## config.mk

```make
export PLATFORM = sky130hd
export DESIGN_NAME = alu_flat
export DESIGN_NICKNAME = d
export VERILOG_FILES = /design/src/rtl/alu_pkg.sv /design/src/rtl/alu_if.sv /design/src/rtl/alu_div8.sv /design/src/rtl/alu.sv /design/src/flat_wrapper.sv
export SDC_FILE = /design/constraint.sdc
export NUM_CORES = 1
export LEC_CHECK = 0
export CORE_MARGIN = 10
export CORE_UTILIZATION = 31
export DETAILED_ROUTE_END_ITERATION = 8
export HOLD_SLACK_MARGIN = 0.05
export PLACE_DENSITY_LB_ADDON = 0.05
export SYNTH_ARGS = -nofsm -noshare
export SYNTH_HDL_FRONTEND = slang
export SYNTH_SLANG_ARGS = --single-unit
```

## constraint.sdc

```tcl
create_clock -name CLK -period 0.9 [get_ports CLK]
set_input_delay 0.18 -clock CLK [delete_from_list [all_inputs] [get_ports CLK]]
set_output_delay 0.18 -clock CLK [all_outputs]
set_load 0.03 [all_outputs]
```

## src/rtl/alu_pkg.sv

```systemverilog
// Shared constants for the 8-bit ALU: data width, operation indices and
// the quotient returned on a divide by zero.
package alu_pkg;

    localparam int DATA_W = 8;

    localparam logic [2:0] OP_SUM = 3'd0;
    localparam logic [2:0] OP_SUB = 3'd1;
    localparam logic [2:0] OP_MUL = 3'd2;
    localparam logic [2:0] OP_DIV = 3'd3;
    localparam logic [2:0] OP_SHL = 3'd4;
    localparam logic [2:0] OP_SHR = 3'd5;

    localparam logic [DATA_W-1:0] DIV_BY_ZERO_VAL = 8'hFF;

endpackage

```

## src/rtl/alu_if.sv

```systemverilog
// Operand, strobe and result signals of the ALU, bundled for the datapath.
interface alu_if;
    import alu_pkg::*;

    logic              ISUMn;
    logic              ISUBn;
    logic              IMULn;
    logic              IDIVn;
    logic              ISHLn;
    logic              ISHRn;
    logic              An;
    logic              Bn;
    logic [DATA_W-1:0] DinA;
    logic [DATA_W-1:0] DinB;
    logic [DATA_W-1:0] Din;
    logic [DATA_W-1:0] Dout;

    modport master (
        output ISUMn, ISUBn, IMULn, IDIVn, ISHLn, ISHRn,
        output An, Bn, DinA, DinB, Din,
        input  Dout
    );

    modport slave (
        input  ISUMn, ISUBn, IMULn, IDIVn, ISHLn, ISHRn,
        input  An, Bn, DinA, DinB, Din,
        output Dout
    );

endinterface

```

## src/rtl/alu_div8.sv

```systemverilog
// Combinational 8-bit restoring divider: one shift/compare/subtract stage per
// quotient bit, MSB first.
module alu_div8
    import alu_pkg::*;
(
    input  logic [DATA_W-1:0] dividend,
    input  logic [DATA_W-1:0] divisor,
    output logic [DATA_W-1:0] quotient
);

    logic [DATA_W:0]   rem;
    logic [DATA_W-1:0] q;

    always_comb begin
        rem = '0;
        q   = '0;
        for (int i = DATA_W - 1; i >= 0; i--) begin
            rem = {rem[DATA_W-1:0], dividend[i]};
            if (rem >= {1'b0, divisor}) begin
                rem  = rem - {1'b0, divisor};
                q[i] = 1'b1;
            end
        end
        quotient = (divisor == '0) ? DIV_BY_ZERO_VAL : q;
    end

endmodule

```

## src/rtl/alu.sv

```systemverilog
// 8-bit ALU: operand muxes, strobe priority decode, result mux and the Dout
// register. All arithmetic is unsigned and truncated to 8 bits.
module alu
    import alu_pkg::*;
(
    input  logic CLK,
    input  logic CLRn,
    alu_if.slave bus
);

    logic [DATA_W-1:0] a;
    logic [DATA_W-1:0] b;
    logic [DATA_W-1:0] quot;
    logic [DATA_W-1:0] result;
    logic [DATA_W-1:0] dout_d;
    logic [DATA_W-1:0] dout_q;
    logic [2:0]        op_sel;
    logic              op_vld;

    assign a = bus.An ? bus.DinA : bus.Din;
    assign b = bus.Bn ? bus.DinB : bus.Din;

    alu_div8 u_div (
        .dividend (a),
        .divisor  (b),
        .quotient (quot)
    );

    // Several strobes low at once resolve SUM > SUB > MUL > DIV > SHL > SHR.
    always_comb begin
        op_vld = 1'b1;
        op_sel = OP_SUM;
        if      (!bus.ISUMn) op_sel = OP_SUM;
        else if (!bus.ISUBn) op_sel = OP_SUB;
        else if (!bus.IMULn) op_sel = OP_MUL;
        else if (!bus.IDIVn) op_sel = OP_DIV;
        else if (!bus.ISHLn) op_sel = OP_SHL;
        else if (!bus.ISHRn) op_sel = OP_SHR;
        else                 op_vld = 1'b0;
    end

    always_comb begin
        result = '0;
        case (op_sel)
            OP_SUM:  result = a + b;
            OP_SUB:  result = a - b;
            OP_MUL:  result = a * b;
            OP_DIV:  result = quot;
            OP_SHL:  result = (b > 8'd7) ? '0 : (a << b[2:0]);
            OP_SHR:  result = (b > 8'd7) ? '0 : (a >> b[2:0]);
            default: result = '0;
        endcase
        dout_d = op_vld ? result : dout_q;
    end

    always_ff @(posedge CLK or negedge CLRn) begin
        if (!CLRn) dout_q <= '0;
        else       dout_q <= dout_d;
    end

    assign bus.Dout = dout_q;

endmodule

```

## src/flat_wrapper.sv

```systemverilog
// flat-port wrapper written by rule: the top's interface ports become plain ports
module alu_flat import alu_pkg::*;
  (CLK, CLRn, bus_ISUMn, bus_ISUBn, bus_IMULn, bus_IDIVn, bus_ISHLn, bus_ISHRn, bus_An, bus_Bn, bus_DinA, bus_DinB, bus_Din, bus_Dout);
  alu_if bus_i ();
  input  logic CLK;
  input  logic CLRn;
  input wire logic [$bits(bus_i.ISUMn)-1:0] bus_ISUMn;
  input wire logic [$bits(bus_i.ISUBn)-1:0] bus_ISUBn;
  input wire logic [$bits(bus_i.IMULn)-1:0] bus_IMULn;
  input wire logic [$bits(bus_i.IDIVn)-1:0] bus_IDIVn;
  input wire logic [$bits(bus_i.ISHLn)-1:0] bus_ISHLn;
  input wire logic [$bits(bus_i.ISHRn)-1:0] bus_ISHRn;
  input wire logic [$bits(bus_i.An)-1:0] bus_An;
  input wire logic [$bits(bus_i.Bn)-1:0] bus_Bn;
  input wire logic [$bits(bus_i.DinA)-1:0] bus_DinA;
  input wire logic [$bits(bus_i.DinB)-1:0] bus_DinB;
  input wire logic [$bits(bus_i.Din)-1:0] bus_Din;
  output wire logic [$bits(bus_i.Dout)-1:0] bus_Dout;
  assign bus_i.ISUMn = bus_ISUMn;
  assign bus_i.ISUBn = bus_ISUBn;
  assign bus_i.IMULn = bus_IMULn;
  assign bus_i.IDIVn = bus_IDIVn;
  assign bus_i.ISHLn = bus_ISHLn;
  assign bus_i.ISHRn = bus_ISHRn;
  assign bus_i.An = bus_An;
  assign bus_i.Bn = bus_Bn;
  assign bus_i.DinA = bus_DinA;
  assign bus_i.DinB = bus_DinB;
  assign bus_i.Din = bus_Din;
  assign bus_Dout = bus_i.Dout;
  alu u_core (.CLK(CLK), .CLRn(CLRn), .bus(bus_i));
endmodule
```

==> summary.md, run 1 <==
| Metric | Value |
|---|---|
| Slowest stage cell, crit path | `or3_4` |
| Vias per std cell | `4.93` |
| I/O pin cnt | `42` |
| Drt drc | `0` |
| HPWL Detailed | `17.9 mm` |
| M3 GR Usage | `0.0107` |
| Setup-failing EPs final | `16` |
| Max FFs per register | `8` |
| Port Buf Inserts | `41` |
| FILL cells | `1622` |
| GR Util met1 | `0.228` |
| Asr flop ratio synth | `1.00` |
| Met2 usage | `0.327` |
| Cts bufs inserted | `3` |
| Cell row count | `48` |
| Max Clock Skew | `0 ns` |
| Slew Limit Fails | `0` |
| Max-cap violations | `0` |
| P_sw | `9090 uW` |
| Share of cells above drive strength 1 | `0.460` |
| Largest net degree at the start of global routing | `28` |
| Final core utilization | `0.555` |
| Core Area | `17200 sq um` |
| Final setup margin | `-12.41 ns` |
| CTS Root Cell | `clkbuf_16` |
| Final Critical Period | `13.31 ns` |
| Routed WL | `22.2 mm` |
| Syn Area/Cell | `7.52 sq um` |
| Synth Warn # | `0` |
| Post-DRT Antenna Nets | `0` |
| GRT overflow | `0` |
| Post-synthesis sequential area ratio | `0.0369` |
| Status | `finished with violations` |
| Worst slew margin | `0.655` |
| Worst path top cell family by delay | `compound AO/OA/AOI/OAI gates` |
| Synth top area share | `0.210` |
| GPL Wtd Cong | `0.893` |
| Crit path buffers/inverters | `8` |
| P_leak | `0.00466 uW` |
| Gate power share | `0.936` |
| Die area | `23200 sq um` |
| Most used cell, CP | `ha_4` |
| Mapped Nets | `866` |
| EDFF count, synth | `0` |
| Crit path DAT | `13.42 ns` |
| Chip width | `152 um` |
| Area growth syn-to-layout | `76.1%` |
| Switch share | `0.430` |
| FF/Latch Area | `200 sq um` |
| Distinct cells, synth | `72` |
| Max stage delay on crit path | `0.42 ns` |
| H-tree depth | `1` |
| Die Y | `152 um` |
| Worst path required time | `1.00 ns` |
| Initial Util | `0.315` |
| Initial antenna violation count | `0` |
| Antenna diodes | `0` |
| Startpoint types | `input pin` |
| Vias in the first global route | `6731` |
| GRT Total Usage | `0.180` |
| Synth area leaders | `ha_1 (21%), fa_1 (7.0%), xnor2_1 (6.1%)` |
| Max Clock Freq | `75.1 MHz` |
| Clock Sinks | `8` |
| First-pass GRT wire length | `34.9 mm` |
| RSZ-0062 raised after global routing | `true` |
| # hold bufs at CTS | `0` |
| Post-Syn Instances | `722` |
| VDD IR-drop max | `1.68 mV` |
| Register share of total power | `0.029` |
| DRT iter0 DRCs | `226` |
| CP Class | `in2reg` |
| Nature of the critical path endpoint | `flop` |
| Pwr Density | `2210 nW/um^2` |
| Synth Flop Type | `dfrtp_1` |
| CTS max path bufs | `2` |
| Cell Int Power | `12100 uW` |
| Clock insertion delay at the later pin of the skew report | `0.23 ns` |
| GR peak layer | `met2` |
| Net count reported at finish | `1246` |
| Final Hold Vio Count | `0` |
| Worst-Margin Slew | `0.518 ns` |
| Multi-input gate area | `5530 sq um` |
| Wirelength per Cell | `16.8 um` |
| Setup_tns | `-59.17 ns` |
| Clk network pwr share | `0.035` |
| CTS tree | `built` |
| Failing checks | `setup timing` |
| Worst-path clk slew | `0.04 ns` |
| TritonRoute pass-1 iters | `4` |
| Hold WC Path Type | `in2async` |
| Mapped cell area | `5430 sq um` |
| Yosys reg bits | `8` |
| DR vias | `6530` |
| Final period util | `14.8` |
| Critical Path Fanout Max | `5` |
| Synth area leader | `ha_1` |
## worst reg2reg max path, cell delays in order, from the launching register on
cell and delay (ns):
dfrtp_1 0.38, buf_4 0.13, o22ai_1 0.17, a31oi_1 0.06
## cell usage in the layout (no fill, tap or decap), drive strengths merged, types with 5 or more instances in the layout
cell type,n
or2,6
fa,19
o31a,5
nor3,10
ha,91
clkbuf,7
a31oi,7
nand4,12
clkdlybuf4s50,15
nand3,7
nor2,86
nor3b,6
o21ai,59
xnor2,38
a21boi,9
nor2b,21
nand2b,12
buf,363
inv,58
or3,6
o21a,9
nor4,5
dfrtp,8
dlygate4sd2,6
nand2,55
mux2i,24
xor2,14
a21o,10
a221oi,5
mux2,21
o21bai,5
a21oi,50
## path summary, 6_finish.rpt
kind,slack [ns],endpoint,cells after the start,start
max reg2reg,0.04,u_core.bus.Dout[0],3,u_core.bus.Dout[0]
max,-12.41,u_core.bus.Dout[0],81,bus_Bn
min reg2reg,0.61,u_core.bus.Dout[3],2,u_core.bus.Dout[3]
min,0.24,u_core.bus.Dout[3],2,CLRn
max in group asynchronous,0.53,u_core.bus.Dout[2],2,CLRn
min in group CLK,0.61,u_core.bus.Dout[3],2,u_core.bus.Dout[3]
## metrics by stage
step / hold WS (ns) / setup WS (ns) / total power (uW) / cells / instance area, sq um
global placement: 0.477 / -13.00 / 16100 / 1247 / 8290
global route: 0.266 / -13.10 / 23100 / 1325 / 9560
CTS: 0.239 / -12.43 / 19900 / 1307 / 9130
finish: 0.239 / -12.41 / 21100 / 1325 / 9560
floorplan: -0.116 / -13.17 / 10400 / 722 / 5660
detailed placement: 0.470 / -13.52 / 16500 / 1247 / 8290
## routing by layer
metal  vias up  share of wire
li1       3342              -
met2        85           0.50
met3        18          0.028
met1      3085           0.45
met5         -              0
met4         0          0.016
## logic make-up (layout without fill, tap and decap cells)
| kind of cell | Yosys count | in the layout | synth area share |
|---|---|---|---|
| xor gates and xnor gates | 52 | 52 | 0.0839 |
| buffers and inverters | 77 | 455 | 0.0608 |
| muxes | 45 | 45 | 0.0920 |
| DFF | 8 | 8 | 0.0369 |
| adders and majority gates | 110 | 110 | 0.280 |
| and+or+nand+nor | 239 | 239 | 0.219 |
| AOI/OAI and AO/OA | 191 | 191 | 0.227 |
## area by class of cell
class / count / share of cell area
repair buffers: 392 / 0.338
multi-input cells: 637 / 0.578
well taps: 225 / 0.0294
flip-flops and latches: 8 / 0.0209
clock buffers: 3 / 0.00785
inverters: 60 / 0.0259
## power by group through the flow
stage	logic (uW)	clock network, uW	registers [uW]
CTS	18600	744	618
finish	19800	742	617
global placement	15500	0	602
floorplan	9550	0	891
detailed placement	15900	0	606
global route	21600	771	644
## cell usage after synthesis (5+ instances only)
library cell,instances
nor2_1,85
xnor2_1,38
clkbuf_1,11
o21a_1,9
nor2b_1,21
ha_1,91
mux2i_1,23
a31oi_1,7
or3_1,6
a21boi_0,9
a221oi_1,5
a21oi_1,49
a21o_1,10
o21ai_0,55
fa_1,19
mux2_2,16
nand4_1,12
nand2b_1,12
mux2_4,5
inv_1,57
nand3_1,7
dfrtp_1,8
nor3_1,9
o31a_1,5
nand2_1,55
xor2_1,14
## timing repair
action,CTS,global route
setup buffers,57,19
gates resized for setup,121,79
pin swaps,61,77
gates cloned,0,0
endpoints found under the setup margin,16,16
No activity file was read; power rests on OpenSTA's default activity.
==> run 2, diff against run 1 <==
==> constraint.sdc (replaced) <==
create_clock -name CLK -period 14.8 [get_ports CLK]
set_input_delay 2.96 -clock CLK [delete_from_list [all_inputs] [get_ports CLK]]
set_output_delay 2.96 -clock CLK [all_outputs]
set_load 0.03 [all_outputs]
==> run 2 against run 1 <==
Against the previous run: power down 94%; largest power group unchanged; clock-buffer cell count unchanged; largest cell class unchanged; non-clock buffer count down 30; worst setup slack better by 11 ns; die area unchanged; clock skew unchanged; routed wire length up 0.45%; global-route usage up 0.20 points; final cell count down 2.3%; the run still ends with setup timing left; combinational power down 94%; hold slack better by 0.27 ns; highest routed layer unchanged; cell area down 3.8%.
==> summary.md, run 2 (synthesis results as in run 1) <==
| Metric | Value |
|---|---|
| Cts bufs inserted | `3` |
| Core Area | `17200 sq um` |
| Die area | `23200 sq um` |
| Placed Cells | `1167` |
| Initial Util | `0.315` |
| Slowest stage cell, crit path | `or3_4` |
| RR Startpoint | `u_core.bus.Dout[6]` |
| Metal2 WL | `11.1 mm` |
| Max FFs per register | `8` |
| Vias per std cell | `5.08` |
| Critical Path Fanout Max | `5` |
| Most frequent cells in the layout | `buf_4 (315), nor2_1 (75), ha_1 (73)` |
| DR vias | `6574` |
| DRT met1 WL | `10.1 mm` |
| Failing checks | `setup timing` |
| Port Buf Inserts | `41` |
| Final Critical Period | `15.92 ns` |
| Vias in the first global route | `6817` |
| Slew Limit Fails | `0` |
| TritonRoute pass-1 iters | `5` |
| GRT Total Usage | `0.182` |
| CP Class | `in2reg` |
| Antenna diodes | `0` |
| CTS tree | `built` |
| Worst slew margin | `0.336` |
| P_leak | `0.00446 uW` |
| Max Clock Freq | `62.8 MHz` |
| Wirelength per Cell | `17.2 um` |
| Clock Sinks | `8` |
| GRT overflow | `0` |
| HPWL Detailed | `16.6 mm` |
| Max Clock Skew | `0 ns` |
| Setup-failing EPs final | `1` |
| Pwr Density | `146 nW/um^2` |
| First-pass GRT wire length | `35.6 mm` |
| Share of cells above drive strength 1 | `0.434` |
| R2R Setup Slk | `13.98 ns` |
| Most used cell, CP | `buf_4` |
| Worst path required time | `14.90 ns` |
| Max stage delay on crit path | `0.38 ns` |
| R2r worst-path depth | `3` |
| Nature of the critical path endpoint | `flop` |
| Hold Crit Start | `u_core.bus.Dout[4]` |
| Final Total Pwr | `1350 uW` |
| FILL cells | `1656` |
| Initial antenna violation count | `0` |
| I/O pin cnt | `42` |
| Final period util | `1.08` |
| Final setup margin | `-1.12 ns` |
| CTS Root Cell | `clkbuf_16` |
| Routed WL | `22.3 mm` |
| Chip width | `152 um` |
| Hold Path End | `u_core.bus.Dout[4]` |
| Clock insertion delay at the later pin of the skew report | `0.23 ns` |
| H-tree depth | `1` |
| Reg-to-Reg End | `u_core.bus.Dout[6]` |
| Hold path cells | `1` |
| Final Hold Vio Count | `0` |
| Drt drc | `0` |
| Hold WC Path Type | `reg2reg` |
| Final Cell Area | `9200 sq um` |
| Final core utilization | `0.534` |
| Top Metal Used | `met4` |
| Net count reported at finish | `1216` |
| Max-cap violations | `0` |
| Routed length on met3 | `698 um` |
| Cell row count | `48` |
| CTS max path bufs | `2` |
| Die Y | `152 um` |
| Crit path DAT | `16.02 ns` |
| Area after DPL | `7700 sq um` |
| Post-route insts no fill | `1295` |
| Hold Slack | `0.509 ns` |
| Area growth syn-to-layout | `69.4%` |
| Worst-path clk slew | `0.04 ns` |
| Post-DRT Antenna Nets | `0` |
| Worst-Margin Slew | `0.989 ns` |
| Largest net degree at the start of global routing | `28` |
| Most common cell after layout, fill and taps aside | `buf_4` |
| Status | `finished with violations` |
| DRT iter0 DRCs | `300` |
| Startpoint types | `input pin` |
| VDD IR-drop max | `0.115 mV` |
| GPL Wtd Cong | `0.920` |
| RSZ-0062 raised after global routing | `true` |
[run 2: metal layers]
layer,global-route usage,vias to the layer above
li1,-,3283
met1,0.233,3135
met2,0.321,132
met3,0.0181,24
met4,0.0344,0
met5,0,-
[run 2: layout make-up]
cell class | count | area, sq um | share of cell area
Inverter | 60 | 245 | 0.0267
Tap cell | 225 | 282 | 0.0306
Multi-Input combinational cell | 637 | 5560 | 0.605
Clock buffer | 3 | 75.1 | 0.00816
Timing Repair Buffer | 362 | 2830 | 0.308
Sequential cell | 8 | 200 | 0.0218
[run 2: how the worst max path moves through the flow]
stage           start                 end  depth (start not counted)
3_3_place_gp   bus_Bn  u_core.bus.Dout[0]                         80
5_1_grt        bus_Bn  u_core.bus.Dout[0]                         80
2_1_floorplan  bus_Bn  u_core.bus.Dout[0]                         88
6_report       bus_Bn  u_core.bus.Dout[0]                         81
3_5_place_dp   bus_Bn  u_core.bus.Dout[0]                         79
4_1_cts        bus_Bn  u_core.bus.Dout[0]                         81
[run 2: timing repair]
item                                    in CTS  in global routing
endpoints found under the setup margin       2                  2
buffers inserted                           112                 18
endpoints found under the hold margin        0                  0
gates resized for setup                     77                 70
pin swaps                                   64                 76
hold buffers                                 0                  0
[run 2: power by group]
group / switching [uW] / internal, uW / total, uW
sequential: 4.70 / 31.2 / 35.9
combinational: 550 / 715 / 1270
clock: 10.6 / 34.8 / 45.4
total: 565 / 781 / 1350
[run 2: worst max-delay path, delay by kind of cell]
| family | cells | cell delay (ns) |
|---|---|---|
| fa+ha+maj | 9 | 2.00 |
| simple gates | 13 | 2.16 |
| buf+inv | 28 | 3.16 |
| mux | 7 | 1.96 |
| compound gates | 23 | 3.69 |
| xor+xnor | 1 | 0.07 |
[run 2: through the flow]
stage / TNS, ns / setup slack [ns]
detailed placement: -3.24 / -2.23
finish: -1.12 / -1.12
global route: -2.21 / -1.77
CTS: -1.48 / -1.36
floorplan: -2.81 / -2.05
global placement: -2.58 / -1.87
